--- src/rtl/add_serial_param_pkg.sv ---
// Shared types and constants for the digit-serial adder/subtractor.
package add_serial_pkg;

  // Controller states. CHK is only reachable when ADD_SERIAL_KEY_EN is defined.
  typedef enum logic [1:0] {
    IDLE = 2'd0,
    CHK  = 2'd1,
    ADD  = 2'd2,
    DONE = 2'd3
  } state_e;

  // Key that the decoy prologue expects when the instance does not override it.
  localparam logic [3:0] KEY_DEFAULT = 4'b1011;

  // Only digit widths of 1, 2 and 4 bits are supported.
  function automatic bit d_is_legal(input int d);
    return (d == 1) || (d == 2) || (d == 4);
  endfunction

endpackage

--- src/rtl/add_serial_param_if.sv ---
// Start/result handshake bundle for add_serial_param.
interface add_serial_param_if #(
  parameter int W       = 8,
  parameter int KEY_LEN = 4
);
  logic               start_valid;
  logic               start_ready;
  logic [W-1:0]       a;
  logic [W-1:0]       b;
  logic               sub;
  logic [KEY_LEN-1:0] key;
  logic               res_valid;
  logic               res_ready;
  logic [W-1:0]       res;
  logic               cout;
  logic               ovf;
  logic               err;

  modport master (
    output start_valid, a, b, sub, key, res_ready,
    input  start_ready, res_valid, res, cout, ovf, err
  );

  modport slave (
    input  start_valid, a, b, sub, key, res_ready,
    output start_ready, res_valid, res, cout, ovf, err
  );
endinterface

--- src/rtl/add_serial_param_digit.sv ---
// Combinational D-bit digit adder. Besides the carry-out it exports the carry
// flowing into its top bit, which the controller needs for signed overflow.
module add_serial_digit #(
  parameter int D = 1
) (
  input  logic [D-1:0] a_i,
  input  logic [D-1:0] b_i,
  input  logic         cin_i,
  output logic [D-1:0] sum_o,
  output logic         cout_o,
  output logic         cmsb_o
);

  logic [D:0] full;

  // D+1-bit sum keeps the carry-out as the top bit
  always_comb begin
    full = {1'b0, a_i} + {1'b0, b_i} + {{D{1'b0}}, cin_i};
  end

  assign sum_o  = full[D-1:0];
  assign cout_o = full[D];
  // Carry into bit D-1 recovered from that bit's sum and operand bits.
  assign cmsb_o = full[D-1] ^ a_i[D-1] ^ b_i[D-1];

endmodule

--- src/rtl/add_serial_param.sv ---
// Digit-serial adder/subtractor, D bits per cycle, LSB first.
// Optional feature macro: ADD_SERIAL_KEY_EN adds a key-checked CHK prologue
// between operand capture and the arithmetic; without it key is ignored and
// err is constant 0.
module add_serial_param
  import add_serial_pkg::*;
#(
  parameter int                 W       = 8,
  parameter int                 D       = 1,
  parameter int                 KEY_LEN = 4,
  parameter logic [KEY_LEN-1:0] KEY     = KEY_LEN'(KEY_DEFAULT)
) (
  input logic               clk,
  input logic               rst_n,
  add_serial_param_if.slave bus
);

  localparam int            NDIG = W / D;
  localparam int            CW   = (NDIG > 1) ? $clog2(NDIG) : 1;
  localparam logic [CW-1:0] LAST = CW'(NDIG - 1);

  if (!d_is_legal(D) || (W % D) != 0 || KEY_LEN < 1) begin : g_bad_param
    $error("add_serial_param: illegal W/D/KEY_LEN combination");
  end

  state_e        state_q;
  logic [W-1:0]  a_q, b_q, res_q, res_d;
  logic          carry_q;
  logic [CW-1:0] cnt_q;
  logic          cout_q, ovf_q, err_q, res_valid_q, start_ready_q;

  logic [D-1:0]  dsum;
  logic          dcout, dcmsb;

`ifdef ADD_SERIAL_KEY_EN
  localparam int            KW   = (KEY_LEN > 1) ? $clog2(KEY_LEN) : 1;
  localparam logic [KW-1:0] KLST = KW'(KEY_LEN - 1);
  logic [KW-1:0] kidx_q;
`else
  logic unused_cfg;
  assign unused_cfg = ^{bus.key, KEY};
`endif

  add_serial_digit #(.D(D)) u_digit (
    .a_i    (a_q[D-1:0]),
    .b_i    (b_q[D-1:0]),
    .cin_i  (carry_q),
    .sum_o  (dsum),
    .cout_o (dcout),
    .cmsb_o (dcmsb)
  );

  // New digit enters res from the MSB side so the first digit ends up at the LSB.
  if (W == D) begin : g_res_one
    assign res_d = dsum;
  end else begin : g_res_shift
    assign res_d = {dsum, res_q[W-1:D]};
  end

  // Sequencer: operand capture, optional key prologue, serial add, result hold
  always_ff @(posedge clk or negedge rst_n) begin
    if (!rst_n) begin
      state_q       <= IDLE;
      a_q           <= '0;
      b_q           <= '0;
      carry_q       <= 1'b0;
      cnt_q         <= '0;
      res_q         <= '0;
      cout_q        <= 1'b0;
      ovf_q         <= 1'b0;
      err_q         <= 1'b0;
      res_valid_q   <= 1'b0;
      start_ready_q <= 1'b0;
`ifdef ADD_SERIAL_KEY_EN
      kidx_q        <= '0;
`endif
    end else begin
      err_q <= 1'b0;
      case (state_q)
        IDLE: begin
          start_ready_q <= 1'b1;
          if (bus.start_valid && start_ready_q) begin
            // Subtraction is A + ~B + 1: invert B and seed the carry.
            a_q           <= bus.a;
            b_q           <= bus.sub ? ~bus.b : bus.b;
            carry_q       <= bus.sub;
            cnt_q         <= '0;
            res_q         <= '0;
            cout_q        <= 1'b0;
            ovf_q         <= 1'b0;
            start_ready_q <= 1'b0;
`ifdef ADD_SERIAL_KEY_EN
            kidx_q        <= '0;
            state_q       <= CHK;
`else
            state_q       <= ADD;
`endif
          end
        end
`ifdef ADD_SERIAL_KEY_EN
        CHK: begin
          if (bus.key[kidx_q] != KEY[kidx_q]) begin
            a_q           <= '0;
            b_q           <= '0;
            carry_q       <= 1'b0;
            err_q         <= 1'b1;
            start_ready_q <= 1'b1;
            state_q       <= IDLE;
          end else if (kidx_q == KLST) begin
            cnt_q   <= '0;
            state_q <= ADD;
          end else begin
            kidx_q <= kidx_q + KW'(1);
          end
        end
`endif
        ADD: begin
          res_q   <= res_d;
          a_q     <= a_q >> D;
          b_q     <= b_q >> D;
          carry_q <= dcout;
          cnt_q   <= cnt_q + CW'(1);
          if (cnt_q == LAST) begin
            cout_q      <= dcout;
            ovf_q       <= dcmsb ^ dcout;
            res_valid_q <= 1'b1;
            state_q     <= DONE;
          end
        end
        DONE: begin
          if (bus.res_ready) begin
            res_valid_q   <= 1'b0;
            start_ready_q <= 1'b1;
            state_q       <= IDLE;
          end
        end
        default: state_q <= IDLE;
      endcase
    end
  end

  assign bus.start_ready = start_ready_q;
  assign bus.res_valid   = res_valid_q;
  assign bus.res         = res_q;
  assign bus.cout        = cout_q;
  assign bus.ovf         = ovf_q;
  assign bus.err         = err_q;

endmodule
--- src/flat_wrapper.sv ---
// flat-port wrapper written by rule: the top's interface ports become plain ports
module add_serial_param_flat import add_serial_pkg::*;
#(
  parameter int                 W       = 8,
  parameter int                 D       = 1,
  parameter int                 KEY_LEN = 4,
  parameter logic [KEY_LEN-1:0] KEY     = KEY_LEN'(KEY_DEFAULT)
)
  (clk, rst_n, bus_start_valid, bus_a, bus_b, bus_sub, bus_key, bus_res_ready, bus_start_ready, bus_res_valid, bus_res, bus_cout, bus_ovf, bus_err);
  add_serial_param_if #(.W(W), .KEY_LEN(KEY_LEN)) bus_i ();
  input logic clk;
  input logic rst_n;
  input wire logic [$bits(bus_i.start_valid)-1:0] bus_start_valid;
  input wire logic [$bits(bus_i.a)-1:0] bus_a;
  input wire logic [$bits(bus_i.b)-1:0] bus_b;
  input wire logic [$bits(bus_i.sub)-1:0] bus_sub;
  input wire logic [$bits(bus_i.key)-1:0] bus_key;
  input wire logic [$bits(bus_i.res_ready)-1:0] bus_res_ready;
  output wire logic [$bits(bus_i.start_ready)-1:0] bus_start_ready;
  output wire logic [$bits(bus_i.res_valid)-1:0] bus_res_valid;
  output wire logic [$bits(bus_i.res)-1:0] bus_res;
  output wire logic [$bits(bus_i.cout)-1:0] bus_cout;
  output wire logic [$bits(bus_i.ovf)-1:0] bus_ovf;
  output wire logic [$bits(bus_i.err)-1:0] bus_err;
  assign bus_i.start_valid = bus_start_valid;
  assign bus_i.a = bus_a;
  assign bus_i.b = bus_b;
  assign bus_i.sub = bus_sub;
  assign bus_i.key = bus_key;
  assign bus_i.res_ready = bus_res_ready;
  assign bus_start_ready = bus_i.start_ready;
  assign bus_res_valid = bus_i.res_valid;
  assign bus_res = bus_i.res;
  assign bus_cout = bus_i.cout;
  assign bus_ovf = bus_i.ovf;
  assign bus_err = bus_i.err;
  add_serial_param #(.W(W), .D(D), .KEY_LEN(KEY_LEN), .KEY(KEY)) u_core (.clk(clk), .rst_n(rst_n), .bus(bus_i));
endmodule
--- config.mk ---
export PLATFORM = sky130hd
export DESIGN_NAME = add_serial_param_flat
export DESIGN_NICKNAME = d
export VERILOG_FILES = /design/src/rtl/add_serial_param_pkg.sv /design/src/rtl/add_serial_param_if.sv /design/src/rtl/add_serial_param_digit.sv /design/src/rtl/add_serial_param.sv /design/src/flat_wrapper.sv
export SDC_FILE = /design/constraint.sdc
export NUM_CORES = 1
export LEC_CHECK = 0
export CORE_ASPECT_RATIO = 1.2
export CORE_MARGIN = 2
export CORE_UTILIZATION = 51
export CTS_BUF_LIST = sky130_fd_sc_hd__clkbuf_4 sky130_fd_sc_hd__clkbuf_8
export CTS_CLUSTER_SIZE = 20
export DETAILED_ROUTE_END_ITERATION = 8
export GPL_TIMING_DRIVEN = 0
export PLACE_DENSITY = 0.86
export SYNTH_ARGS = -nofsm -noshare
export SYNTH_HDL_FRONTEND = slang
export SYNTH_HIERARCHICAL = 1
export SYNTH_SLANG_ARGS = --single-unit
--- constraint.sdc ---
create_clock -name clk -period 2.6 [get_ports clk]
set_clock_uncertainty 0.15 [all_clocks]
set_input_delay 0.52 -clock clk [delete_from_list [all_inputs] [get_ports clk]]
set_output_delay 0.52 -clock clk [all_outputs]
set_load 0.01 [all_outputs]
Word level (Yosys, flattened, before mapping)
Cells that the tools add are included.
{"block": "classes", "addsub": 3, "n_mul": 0, "div": 0, "order_cmp": 0, "n_eq_ne": 6, "shift": 0, "mux": 26, "bitwise_logic": 4, "n_reduce_logical": 10}
{"operator": "case mux 8 bit (2 select lines)", "count": 3}
{"operator": "2-to-1 mux 8 bit", "count": 4}
{"operator": "case mux 1 bit (2 select lines)", "count": 5}
{"operator": "AND reduction 3 bit", "count": 3}
{"operator": "2-to-1 mux 1 bit", "count": 8}
{"operator": "NOT 8 bit", "count": 1}
{"operator": "2-to-1 mux 2 bit", "count": 3}
{"operator": "case mux 2 bit (3 select lines)", "count": 1}
{"operator": "case mux 3 bit (2 select lines)", "count": 1}
{"operator": "nonzero test 2 bit", "count": 3}
{"operator": "equality test 2 bit (second input constant)", "count": 2}
{"operator": "inequality test 2 x 1 -> 1 bit (second input constant)", "count": 2}
{"operator": "AND reduction 2 bit", "count": 2}
{"operator": "adder 3 x 1 -> 3 bit (second input constant)", "count": 1}
{"operator": "equality test 3 bit (second input constant)", "count": 1}
{"operator": "2-to-1 mux 3 bit", "count": 1}
{"operator": "XOR 1 bit", "count": 3}
{"operator": "adder 1 x 1 -> 2 bit", "count": 1}
{"operator": "adder 2 x 1 -> 2 bit", "count": 1}
{"operator": "logical NOT 2 bit", "count": 1}
{"operator": "inequality test 2 bit (second input constant)", "count": 1}
{"operator": "logical AND 1 bit", "count": 1}
{"block": "word_totals", "reg_bits": 34, "latchBits": 0, "ram_bits": 0, "romBits": 0, "input_bits": 25, "output_inout_bits": 13, "wordCells": 59, "n_memories": 0}

Depth between registers and ports, before layout
Gate-level depths: netlist of run 1.
{"block": "logic_depth", "word_depth": 7, "depth_mapped": 5, "mapped_depth_nobuf": 4}

By module
The synthesis of run 1 kept the hierarchy.
{"module": "add_serial_param", "n_inst": 1, "cells_per_inst": 136, "area_per_inst_um2": 1575.3, "seq_area_each_um2": 850.8}
{"module": "add_serial_digit", "n_inst": 1, "cells_per_inst": 2, "area_per_inst_um2": 43.8, "seq_area_each_um2": 0.0}

Least setup slack after synthesis of run 1
No wires, ideal clock.
{"block": "synth_path", "kind": "reg2reg", "from": "register u_core.a_q[0]", "to": "register u_core.ovf_q, in the netlist u_core/bus.ovf", "setup_time_ns": 0.122, "t_arrival_ns": 1.662, "t_required_ns": 2.328, "path_slack_ns": 0.666, "stages_incl_launch_ff": 5, "cell_sequence": "dfrtp_1 > fa_1 > xor3_1 > xor2_1 > a32o_1"}
{"block": "synth_between", "elab_chain_len": 7}
{"element": "from (decl)", "line": "add_serial_param.sv:27", "rtl": "logic [W-1:0] a_q, b_q, res_q, res_d;"}
{"element": "from (signal assigned)", "line": "add_serial_param.sv:84", "rtl": "a_q <= bus.a;"}
{"element": "from (signal assigned)", "line": "add_serial_param.sv:119", "rtl": "a_q <= a_q >> D;"}
{"element": "adder 1 x 1 -> 2 bit", "line": "add_serial_param_digit.sv:18", "rtl": "full = {1'b0, a_i} + {1'b0, b_i} + {{D{1'b0}}, cin_i};"}
{"element": "adder 2 x 1 -> 2 bit", "line": "add_serial_param_digit.sv:18"}
{"element": "via u_core.dsum", "line": "add_serial_param.sv:32", "rtl": "logic [D-1:0] dsum;"}
{"element": "XOR 1 bit (2 in a row)", "line": "add_serial_param_digit.sv:24", "rtl": "assign cmsb_o = full[D-1] ^ a_i[D-1] ^ b_i[D-1];"}
{"element": "via u_core.dcmsb", "line": "add_serial_param.sv:33", "rtl": "logic dcout, dcmsb;"}
{"element": "XOR 1 bit", "line": "add_serial_param.sv:125", "rtl": "ovf_q <= dcmsb ^ dcout;"}
{"element": "2-to-1 mux 1 bit", "line": "add_serial_param.sv:123", "rtl": "if (cnt_q == LAST) begin"}
{"element": "case mux 1 bit (2 select lines)", "line": "add_serial_param.sv:79", "rtl": "case (state_q)"}
{"element": "to (signal assigned)", "line": "add_serial_param.sv:125"}
{"element": "to (decl)", "line": "add_serial_param.sv:30", "rtl": "logic cout_q, ovf_q, err_q, res_valid_q, start_ready_q;"}
The timed path passes the listed nets, and every way through them passes these cells. The select of a mux whose other input is x is not followed.
A chain may end at the register's enable or synchronous reset.

Final worst setup path of run 1
{"block": "layout_path", "from": "register u_core.start_ready_q, in the netlist u_core/bus.start_ready", "to": "output port bus_start_ready"}
{"element": "from (decl)", "line": "add_serial_param.sv:30"}
{"element": "from (signal assigned)", "line": "add_serial_param.sv:73", "rtl": "start_ready_q <= 1'b0;"}
{"element": "from (signal assigned)", "line": "add_serial_param.sv:81", "rtl": "start_ready_q <= 1'b1;"}
{"element": "from (signal assigned)", "line": "add_serial_param.sv:91", "rtl": "start_ready_q <= 1'b0;"}
{"element": "to (decl)", "line": "flat_wrapper.sv:19", "rtl": "output wire logic [$bits(bus_i.start_ready)-1:0] bus_start_ready;"}
No word-level cell between the ends.

==> impl_metrics.toml, run 1 <==
[global_route]
antenna_found_initial = 0
gr-total-overflow = 0
track_usage_pct = 19.80
grt_pass1_wl_mm = 5.561
grt_max_degree = 35
grt_pass1_vias = 1251

[place]
gp_congestion = 0.7548
hpwl_mm = 2.409
port_buffers = 31
dp_slack_ns = 0.3756

[timing]
clock.fmax_mhz = 501.1
hold_slack_ns = 0.08466
worst_pin_slew_ns = 0.7358
final-hold-violation-count = 0
report.final.slew_viol_count = 0
post-route-period-util_pct = 76.76
timing.final.ws_setup_ns = 0.6043
tns_ns = 0
rsz0062_at_grt = "no"
final-setup-viol-count = 0
final.min_clock_period_ns = 1.996
max_slew_margin_pct = 50.95

[power_and_ir_drop]
switching_share_pct = 37.37
p_leak_nw = 0.9419
ir_drop_mv = 0.7096
pwr_density_cell_mw_per_mm2 = 1277
intPower_w = 0.001638
pwr-share-comb_pct = 51.1
seq_power_share_pct = 35.3
clkPwrFrac_pct = 13.6
p_sw_w = 0.0009775

[clock_tree]
tritoncts = "yes"
cts_root_buffer = "clkbuf_4"
numCtsBuffers = 5
clock_sinks = 34
cts_hold_buffers = 0
cts.htree.levels = 2
cts_setup_buffers = 0
ctsResizeCount = 0
max-clock-path-buffers = 2
clk_latency_ns = 0.33
path_clk_slew_ns = 0.10

[die]
design.core.area_mm2 = 0.003055
die_area_mm2 = 0.003643
start_util_pct = 52.99
io_pins = 38
rows = 22
fp.dieW_um = 55.44
die_h_um = 65.72

[synthesis]
avgSynthCellArea_um2 = 11.73
synthCells = 138
ys_types = 29
synth-seq-cells = 34
synth_nets = 166
yosys_warnings = 6
syn_area_mm2 = 0.001619
ys_seq_area_share_pct = 52.55

[run_status]
status = "completed"

[route]
first_pass_iters = 5
via_per_inst = 5.610
antenna_left = 0
first_iter_violations = 35
drc_errors = 0
vias = 1195
drt_wl_total_mm = 3.288
wl_per_cell_um = 15.44

[worst_setup_path]
crit_end = "bus_start_ready"
cp.arrival_ns = 1.33
crit_cells = 1
cpPeakStageDelay_ns = 0.56
critPathCaptureType = "output port"
crit_buf_inv = 1
path_cells = "clkdlybuf4s50_1"
ff2ff_path_depth = 4
critPathLaunch = "u_core/bus.start_ready$_DFFE_PN0P_"
crit_path_start_kind = "flip-flop"
cpLargestDelayFamily = "buffers and inverters"
worst-setup-path-type = "reg2out"
r2r_start = "u_core/a_q[0]$_DFFE_PN0P_"
slowest_stage = "clkdlybuf4s50_1"
worstPathRequired_ns = 1.93
cp_max_fo = 5
reg2reg_slack_ns = 0.61
r2r-end = "u_core/bus.ovf$_DFFE_PN0P_"

[final_layout]
layout-drive-gt1-share_pct = 12.43
final_nets = 204
diodes = 0
syn_to_final_growth_pct = 26.51
mostFrequentLayoutCell = "dfrtp_1"
fillers = 239
layout_common_cells = "dfrtp_1, clkdlybuf4s50_1, a22o_1, nor2_1, o21ai_0"

[job]
maxCapViolations = 0

[min_path]
hold_path.class = "in2async"
-- cells in the mapped netlist --
master,number,area [um2]
ha_1,2,25.02
a21oi_2,1,8.760
buf_2,3,15.01
o21ai_0,10,50.05
mux2_2,2,22.52
clkbuf_1,2,7.510
buf_4,3,22.52
buf_6,3,33.78
o21ai_1,7,35.03
nand2_1,5,18.77
xor3_1,1,23.77
mux2_1,1,11.26
mux2i_1,7,70.07
nor2b_1,1,6.260
o31ai_4,1,21.27
dfrtp_1,34,850.8
xnor2_1,1,8.760
o2bb2ai_1,7,61.31
a22o_1,11,96.34
nor2_1,11,41.29
or2_1,1,6.260
fa_1,1,20.02
and3_1,1,6.260
and4bb_1,1,12.51
a32o_1,2,20.02
conb_1,1,3.750
a21oi_1,9,45.04
nor3_1,1,5.000
xor2_1,8,70.07
-- per-stage QoR --
stage / cell area [um2] / utilization (%) / power (W) / instances
after CTS: 2048 / 67.04 / 0.002644 / 213
after global placement: 1974 / 64.62 / 0.002214 / 205
final: 2048 / 67.04 / 0.002615 / 213
after detailed placement: 1969 / 64.46 / 0.002277 / 205
after floorplan: 1619 / - / 0.001855 / 138
after global routing: 2048 / 67.04 / 0.002810 / 213
-- how the worst min path moves through the flow --
stage                                    startpoint                                to  slack [ns]  depth (start not counted)
after floorplan                               rst_n         u_core/a_q[0]$_DFFE_PN0P_        0.07                          0
after global placement    u_core/b_q[6]$_DFFE_PN0P_         u_core/b_q[6]$_DFFE_PN0P_        0.33                          1
after detailed placement  u_core/b_q[1]$_DFFE_PN0P_         u_core/b_q[1]$_DFFE_PN0P_        0.32                          1
after CTS                                     rst_n  u_core/bus.res_valid$_DFFE_PN0P_        0.11                          1
after global routing                          rst_n  u_core/bus.res_valid$_DFFE_PN0P_        0.13                          1
final                                         rst_n  u_core/bus.res_valid$_DFFE_PN0P_        0.08                          1
-- power by group through the flow --
| stage | combinational (W) | clock [W] | sequential, W |
|---|---|---|---|
| floorplan | 0.000928 | 0 | 0.000927 |
| global placement | 0.00130 | 0 | 0.000914 |
| detailed placement | 0.00135 | 0 | 0.000929 |
| CTS | 0.00135 | 0.000369 | 0.000921 |
| global route | 0.00147 | 0.000394 | 0.000949 |
| finish | 0.00134 | 0.000356 | 0.000922 |
-- cell families (layout without fill, tap and decap cells) --
group,count (synthesis),in the layout,share of synthesized area [%]
AO/OA/AOI/OAI,48,48,20.87
flip-flops,34,34,52.55
AND/OR/NAND/NOR,21,21,5.951
buffers and inverters,11,50,4.868
XOR/XNOR,10,10,6.337
multiplexers,10,10,6.414
adder cells (fa/ha/maj),3,3,2.782
other,1,1,0.2316
-- sequential cells by signal, indices dropped and copies added, names as in the netlist --
signal and cells:
u_core/a_q 8, u_core/b_q 8, u_core/bus.res 8, u_core/cnt_q 3, u_core/state_q 2, u_core/bus.cout 1
u_core/bus.ovf 1, u_core/bus.res_valid 1, u_core/bus.start_ready 1, u_core/carry_q 1
-- metal layers --
layer  track usage [%]  part of all wire, %  up-vias
met2             36.31                   52       41
met4             5.488                  1.3        0
met5                 0                    0        -
li1                  -                    -      570
met1             22.37                   42      576
met3             5.709                  5.2        8
-- final cells by class --
type	count	area, um2	area share, %
well taps	36	45.04	2.199
flip-flops and latches	34	850.8	41.54
repair buffers	31	305.3	14.91
clock buffers	8	78.83	3.849
multi-input cells	93	689.4	33.66
plain buffers	11	78.83	3.849
Power figures use the tool's default switching activity.
==> run 2, diff against run 1 <==
==> constraint.sdc (replaced) <==
create_clock -name clk -period 2 [get_ports clk]
set_clock_uncertainty 0.15 [all_clocks]
set_input_delay 0.4 -clock clk [delete_from_list [all_inputs] [get_ports clk]]
set_output_delay 0.4 -clock clk [all_outputs]
set_load 0.01 [all_outputs]
==> run 2 against run 1 <==
Sequential power up 29%. Wire length up 1.4%. Sequential cell count unchanged. Total power up 31%. Via count up 2.1%.
==> impl_metrics.toml, run 2 (same netlist as run 1, synthesis figures left out) <==
[run_status]
status = "completed"

[die]
design.core.area_mm2 = 0.003055
die_h_um = 65.72
io_pins = 38
fp.dieW_um = 55.44
rows = 22
start_util_pct = 52.99
die_area_mm2 = 0.003643

[route]
first_iter_violations = 31
first_pass_iters = 5
antenna_left = 0
via_per_inst = 5.622
vias = 1220
drc_errors = 0
drt_wl_total_mm = 3.333
wl_per_cell_um = 15.36

[job]
maxCapViolations = 0

[final_layout]
syn_to_final_growth_pct = 28.52
diodes = 0
fin_area_mm2 = 0.002081
layout.cells.non_filler = 217
fillers = 236
mostFrequentLayoutCell = "dfrtp_1"
layout-drive-gt1-share_pct = 13.81
layout_common_cells = "dfrtp_1, clkdlybuf4s50_1, a22o_1, nor2_1, o21ai_0"
final_nets = 208

[place]
port_buffers = 31
placed_cell_area_mm2 = 0.001969
gp_congestion = 0.7548
dp_cells = 205
hpwl_mm = 2.409

[power_and_ir_drop]
p_total_w = 0.003426
pwr_density_cell_mw_per_mm2 = 1647
p_leak_nw = 0.9606
ir_drop_mv = 0.9490

[worst_setup_path]
ff2ff_path_depth = 4
reg2reg_slack_ns = 0.11
critPathLaunch = "u_core/carry_q$_DFFE_PN0P_"
critPathCaptureType = "flip-flop"
r2r-end = "u_core/bus.ovf$_DFFE_PN0P_"
crit_buf_inv = 0
cpPeakStageDelay_ns = 0.58
worst-setup-path-type = "reg2reg"
r2r_start = "u_core/carry_q$_DFFE_PN0P_"
cp_max_fo = 2
crit_cells = 4
slowest_stage = "fa_1"
worstPathRequired_ns = 2.08
cp.arrival_ns = 1.97
cpLargestDelayFamily = "adder cells"
crit_end = "u_core/bus.ovf$_DFFE_PN0P_"
crit_path_start_kind = "flip-flop"
path_cells = "fa_1, xor3_1, xor2_1, a32o_1"

[timing]
report.final.slew_viol_count = 0
final-hold-violation-count = 0
final-setup-viol-count = 0
final.min_clock_period_ns = 1.891
tns_ns = 0
max_slew_margin_pct = 50.04
clock.fmax_mhz = 528.9
rsz0062_at_grt = "no"
worst_pin_slew_ns = 0.7494
post-route-period-util_pct = 94.53
hold_slack_ns = 0.3532

[global_route]
antenna_found_initial = 0
grt_pass1_vias = 1254
track_usage_pct = 19.88
grt_pass1_wl_mm = 5.582
gr-total-overflow = 0
grt_max_degree = 35

[clock_tree]
cts_root_buffer = "clkbuf_4"
max-clock-path-buffers = 2
tritoncts = "yes"
clk_latency_ns = 0.33
path_clk_slew_ns = 0.10
numCtsBuffers = 5
clock_sinks = 34
cts.htree.levels = 2

[min_path]
hold_path.class = "reg2reg"
## run 2: cell types whose count changed in the layout (fill, tap and decap cells not counted), sizes merged
cell / change
buf: +3
dlygate4sd3: +1
## run 2: how the worst min path moves through the flow
stage | startpoint | end | slack, ns | cells after the start
final | u_core/bus.cout$_DFFE_PN0P_ | u_core/bus.cout$_DFFE_PN0P_ | 0.35 | 1
after global routing | u_core/b_q[3]$_DFFE_PN0P_ | u_core/b_q[3]$_DFFE_PN0P_ | 0.37 | 1
after CTS | u_core/b_q[1]$_DFFE_PN0P_ | u_core/b_q[1]$_DFFE_PN0P_ | 0.35 | 1
after detailed placement | u_core/b_q[1]$_DFFE_PN0P_ | u_core/b_q[1]$_DFFE_PN0P_ | 0.32 | 1
after global placement | u_core/b_q[6]$_DFFE_PN0P_ | u_core/b_q[6]$_DFFE_PN0P_ | 0.33 | 1
after floorplan | rst_n | u_core/a_q[0]$_DFFE_PN0P_ | -0.05 | 0
## run 2: repair_timing
action,CTS,global route
buffers inserted,1,2
hold buffers,1,0
endpoints found under the setup margin,1,1
gates resized for setup,0,0
hold endpoints to repair,34,0
pin swaps,0,2
## run 2: metal layers
layer | GRT usage, % | routed length (um) | vias to the layer above
met4 | 5.488 | 36 | 0
li1 | - | - | 579
met2 | 36.46 | 1723 | 41
met3 | 5.512 | 156 | 6
met5 | 0 | 0 | -
met1 | 22.62 | 1417 | 594
## run 2: stage by stage
stage / setup WS (ns) / utilization (%)
2_1_floorplan: 0.06621 / -
3_3_place_gp: -0.2501 / 64.62
3_5_place_dp: -0.1044 / 64.46
4_1_cts: 0.003660 / 67.61
5_1_grt: 0.05851 / 68.10
6_report: 0.1094 / 68.10
## run 2: cell type report
class                      instances  area (um2)  share of cell area [%]
sequential                        34       850.8                   40.89
multi-input combinational         93       689.4                   33.13
timing repair buffer              35       337.8                   16.24
clock buffer                       8       78.83                   3.788
buffer                            11       78.83                   3.788
tap                               36       45.04                   2.165
## run 2: worst reg2reg max path, stage by stage (launching register included)
cell	delay [ns]
dfrtp_1	0.41
fa_1	0.58
xor3_1	0.24
xor2_1	0.15
a32o_1	0.25
## run 2: where the power goes
part / internal, W / switching [W]
logic: 0.000921 / 0.000845
registers: 0.000984 / 0.000210
clock network: 0.000240 / 0.000225
total: 0.00215 / 0.00128
==> run 3, diff against run 2 <==
--- a/config.mk
+++ b/config.mk
@@ -5,6 +5,7 @@
 export SDC_FILE = /design/constraint.sdc
 export NUM_CORES = 1
 export LEC_CHECK = 0
+export ABC_AREA = 0
 export CORE_ASPECT_RATIO = 1.2
 export CORE_MARGIN = 2
 export CORE_UTILIZATION = 51
==> results of run 3 <==
Same layout as run 2: the final DEF is identical, and so are final timing and power.
==> RTL edit: new RTL, config.mk and constraints of run 2 <==
`W` is set to 8 in 3 places; all go to 16.
--- a/src/rtl/add_serial_param_if.sv
+++ b/src/rtl/add_serial_param_if.sv
@@ -1,6 +1,6 @@
 // Start/result handshake bundle for add_serial_param.
 interface add_serial_param_if #(
-  parameter int W       = 8,
+  parameter int W       = 16,
   parameter int KEY_LEN = 4
 );
   logic               start_valid;
--- a/src/rtl/add_serial_param.sv
+++ b/src/rtl/add_serial_param.sv
@@ -5,7 +5,7 @@
 module add_serial_param
   import add_serial_pkg::*;
 #(
-  parameter int                 W       = 8,
+  parameter int                 W       = 16,
   parameter int                 D       = 1,
   parameter int                 KEY_LEN = 4,
   parameter logic [KEY_LEN-1:0] KEY     = KEY_LEN'(KEY_DEFAULT)
--- a/src/flat_wrapper.sv
+++ b/src/flat_wrapper.sv
@@ -1,7 +1,7 @@
 // flat-port wrapper written by rule: the top's interface ports become plain ports
 module add_serial_param_flat import add_serial_pkg::*;
 #(
-  parameter int                 W       = 8,
+  parameter int                 W       = 16,
   parameter int                 D       = 1,
   parameter int                 KEY_LEN = 4,
   parameter logic [KEY_LEN-1:0] KEY     = KEY_LEN'(KEY_DEFAULT)
Interface: changed (resized bus_a, bus_b and bus_res); port bits go from 38 to 62. No check against the original RTL was run, so the function may have changed too.
==> RTL edit against run 2 <==
Wire length up 83%. Cell count up 76%. Cell area up 75%. Worst setup slack worse by 0.066 ns. Sequential cell count up 25. Via count up 78%. Count of clock-buffer cells in the layout up 1. Non-clock buffer count up 36. Area after synthesis up 71%. Clock power rose to 2.5 times the old value. Total power up 63%. Largest cell class unchanged.
==> RTL edit: results (changes against run 2) <==
| Metric | Value |
|---|---|
| Status | `finished clean` |
| Placement Cell Area | `0.00341 mm^2 (+73%)` |
| Vias post-DR | `2177 (+78%)` |
| Arrival time worst endpoint | `2.06 ns (+0.09 ns)` |
| Clk slew on worst S/H paths | `0.07 ns (-0.03 ns)` |
| Total length of routed met3 wires | `283 um (+81%)` |
| Gr usage total | `0.226 (+0.0274)` |
| GR Layer Usage met3 | `0.0732 (+0.0181)` |
| CTS Root Cell | `clkbuf_8` |
| Slew @ Worst Pin | `0.622 ns (-0.128 ns)` |
| Synth top area cells | `dfrtp_1 53%, mux2i_1 6.9%, a22o_1 6.0%, xor2_1 5.4%, o2bb2ai_1 4.7%` |
| Syn Nets | `288 (+73%)` |
| Sequential power | `2.02 mW (+70%)` |
| Wirelength, routed | `6.09 mm (+83%)` |
| Crit path largest cell delay | `0.52 ns (-0.06 ns)` |
| Routed length on met2 | `3.09 mm (+79%)` |
| # clk buffers | `9 (+1)` |
| Switching Share | `0.352 (-0.0220)` |
| Fraction of area in multi-input gates | `0.317 (-0.0148)` |
| Number of sequential cells | `59 (+74%)` |
| First-pass GRT wire length | `10.5 mm (+88%)` |
| Clk tree area frac | `0.0593 (+0.0214)` |
| Reg2reg start | `u_core/b_q[0]$_DFFE_PN0P_` |
| Place WS | `-0.179 ns (-0.0742 ns)` |
| Inverter count | `1 (+1)` |
| Maximum vdd drop | `754 uV (-21%)` |
| Post-synthesis mux area share | `0.0727 (+0.00854)` |
| Leakage Power | `1.71 nW (+78%)` |
| Share of layout cells above drive strength 1 | `0.129 (-0.00959)` |
| Total iterations of the first detailed-routing run | `4 (-1)` |
| WL met1 | `2.60 mm (+83%)` |
| Post-synthesis cell type count | `33 (+14%)` |
| DRT iter0 DRCs | `187 (+500%)` |
| Adder-cell share of the synthesized area | `0.0117 (-0.0161)` |
| Crit-path leading delay family | `XOR/XNOR gates` |
| Non-clock buffer count in the final layout | `82 (+78%)` |
| Xor and xnor area share after synthesis | `0.0623 (-0.00107)` |
| Most frequent cells after synthesis | `59 x dfrtp_1, 19 x a22o_1, 19 x mux2i_1, 17 x xor2_1` |
| Filler instances | `401 (+70%)` |
| Highest net fanout along the worst path | `3 (+1)` |
| Nets | `357 (+72%)` |
| Dpl hpwl | `4.12 mm (+71%)` |
| Global-route track usage on met1 | `0.300 (+0.0740)` |
| Port buffer count | `55 (+77%)` |
==> RTL edit: cell count changes after synthesis, sizes merged, moves of 3 or more <==
cell and change:
buf +11, nor2 +4, o21ai +15, o2bb2ai +8, nand2 +3, a22o +8, mux2i +12, a21oi +7
dfrtp +25, xor2 +9
==> RTL edit: metrics by stage <==
stage / TNS [ns] / cells / hold slack, ns / utilization / total power [mW]
floorplan: 0 / 245 / -0.0456 / - / 3.55
global placement: -87.37 / 362 / 0.310 / 0.646 / 4.25
detailed placement: -7.69 / 363 / 0.304 / 0.649 / 4.36
CTS: 0 / 380 / 0.337 / 0.692 / 5.57
global route: -0.0127 / 381 / 0.356 / 0.693 / 5.98
finish: 0 / 381 / 0.327 / 0.693 / 5.60
==> RTL edit: repair_timing <==
item                                   4_1_cts  5_1_grt
hold buffers                                 1        0
setup buffers                                0        1
endpoints found under the hold margin       26        0
setup endpoints to repair                    0        1
==> RTL edit: worst min path at each step <==
stage          cells past startpoint                                to                              from
6_report                           1  u_core/bus.res_valid$_DFFE_PN0P_  u_core/bus.res_valid$_DFFE_PN0P_
5_1_grt                            1       u_core/cnt_q[3]$_DFFE_PN0P_       u_core/cnt_q[3]$_DFFE_PN0P_
4_1_cts                            1       u_core/cnt_q[3]$_DFFE_PN0P_       u_core/cnt_q[3]$_DFFE_PN0P_
3_5_place_dp                       1        u_core/a_q[12]$_DFFE_PN0P_                             rst_n
3_3_place_gp                       1  u_core/bus.res_valid$_DFFE_PN0P_  u_core/bus.res_valid$_DFFE_PN0P_
2_1_floorplan                      0         u_core/a_q[0]$_DFFE_PN0P_                             rst_n
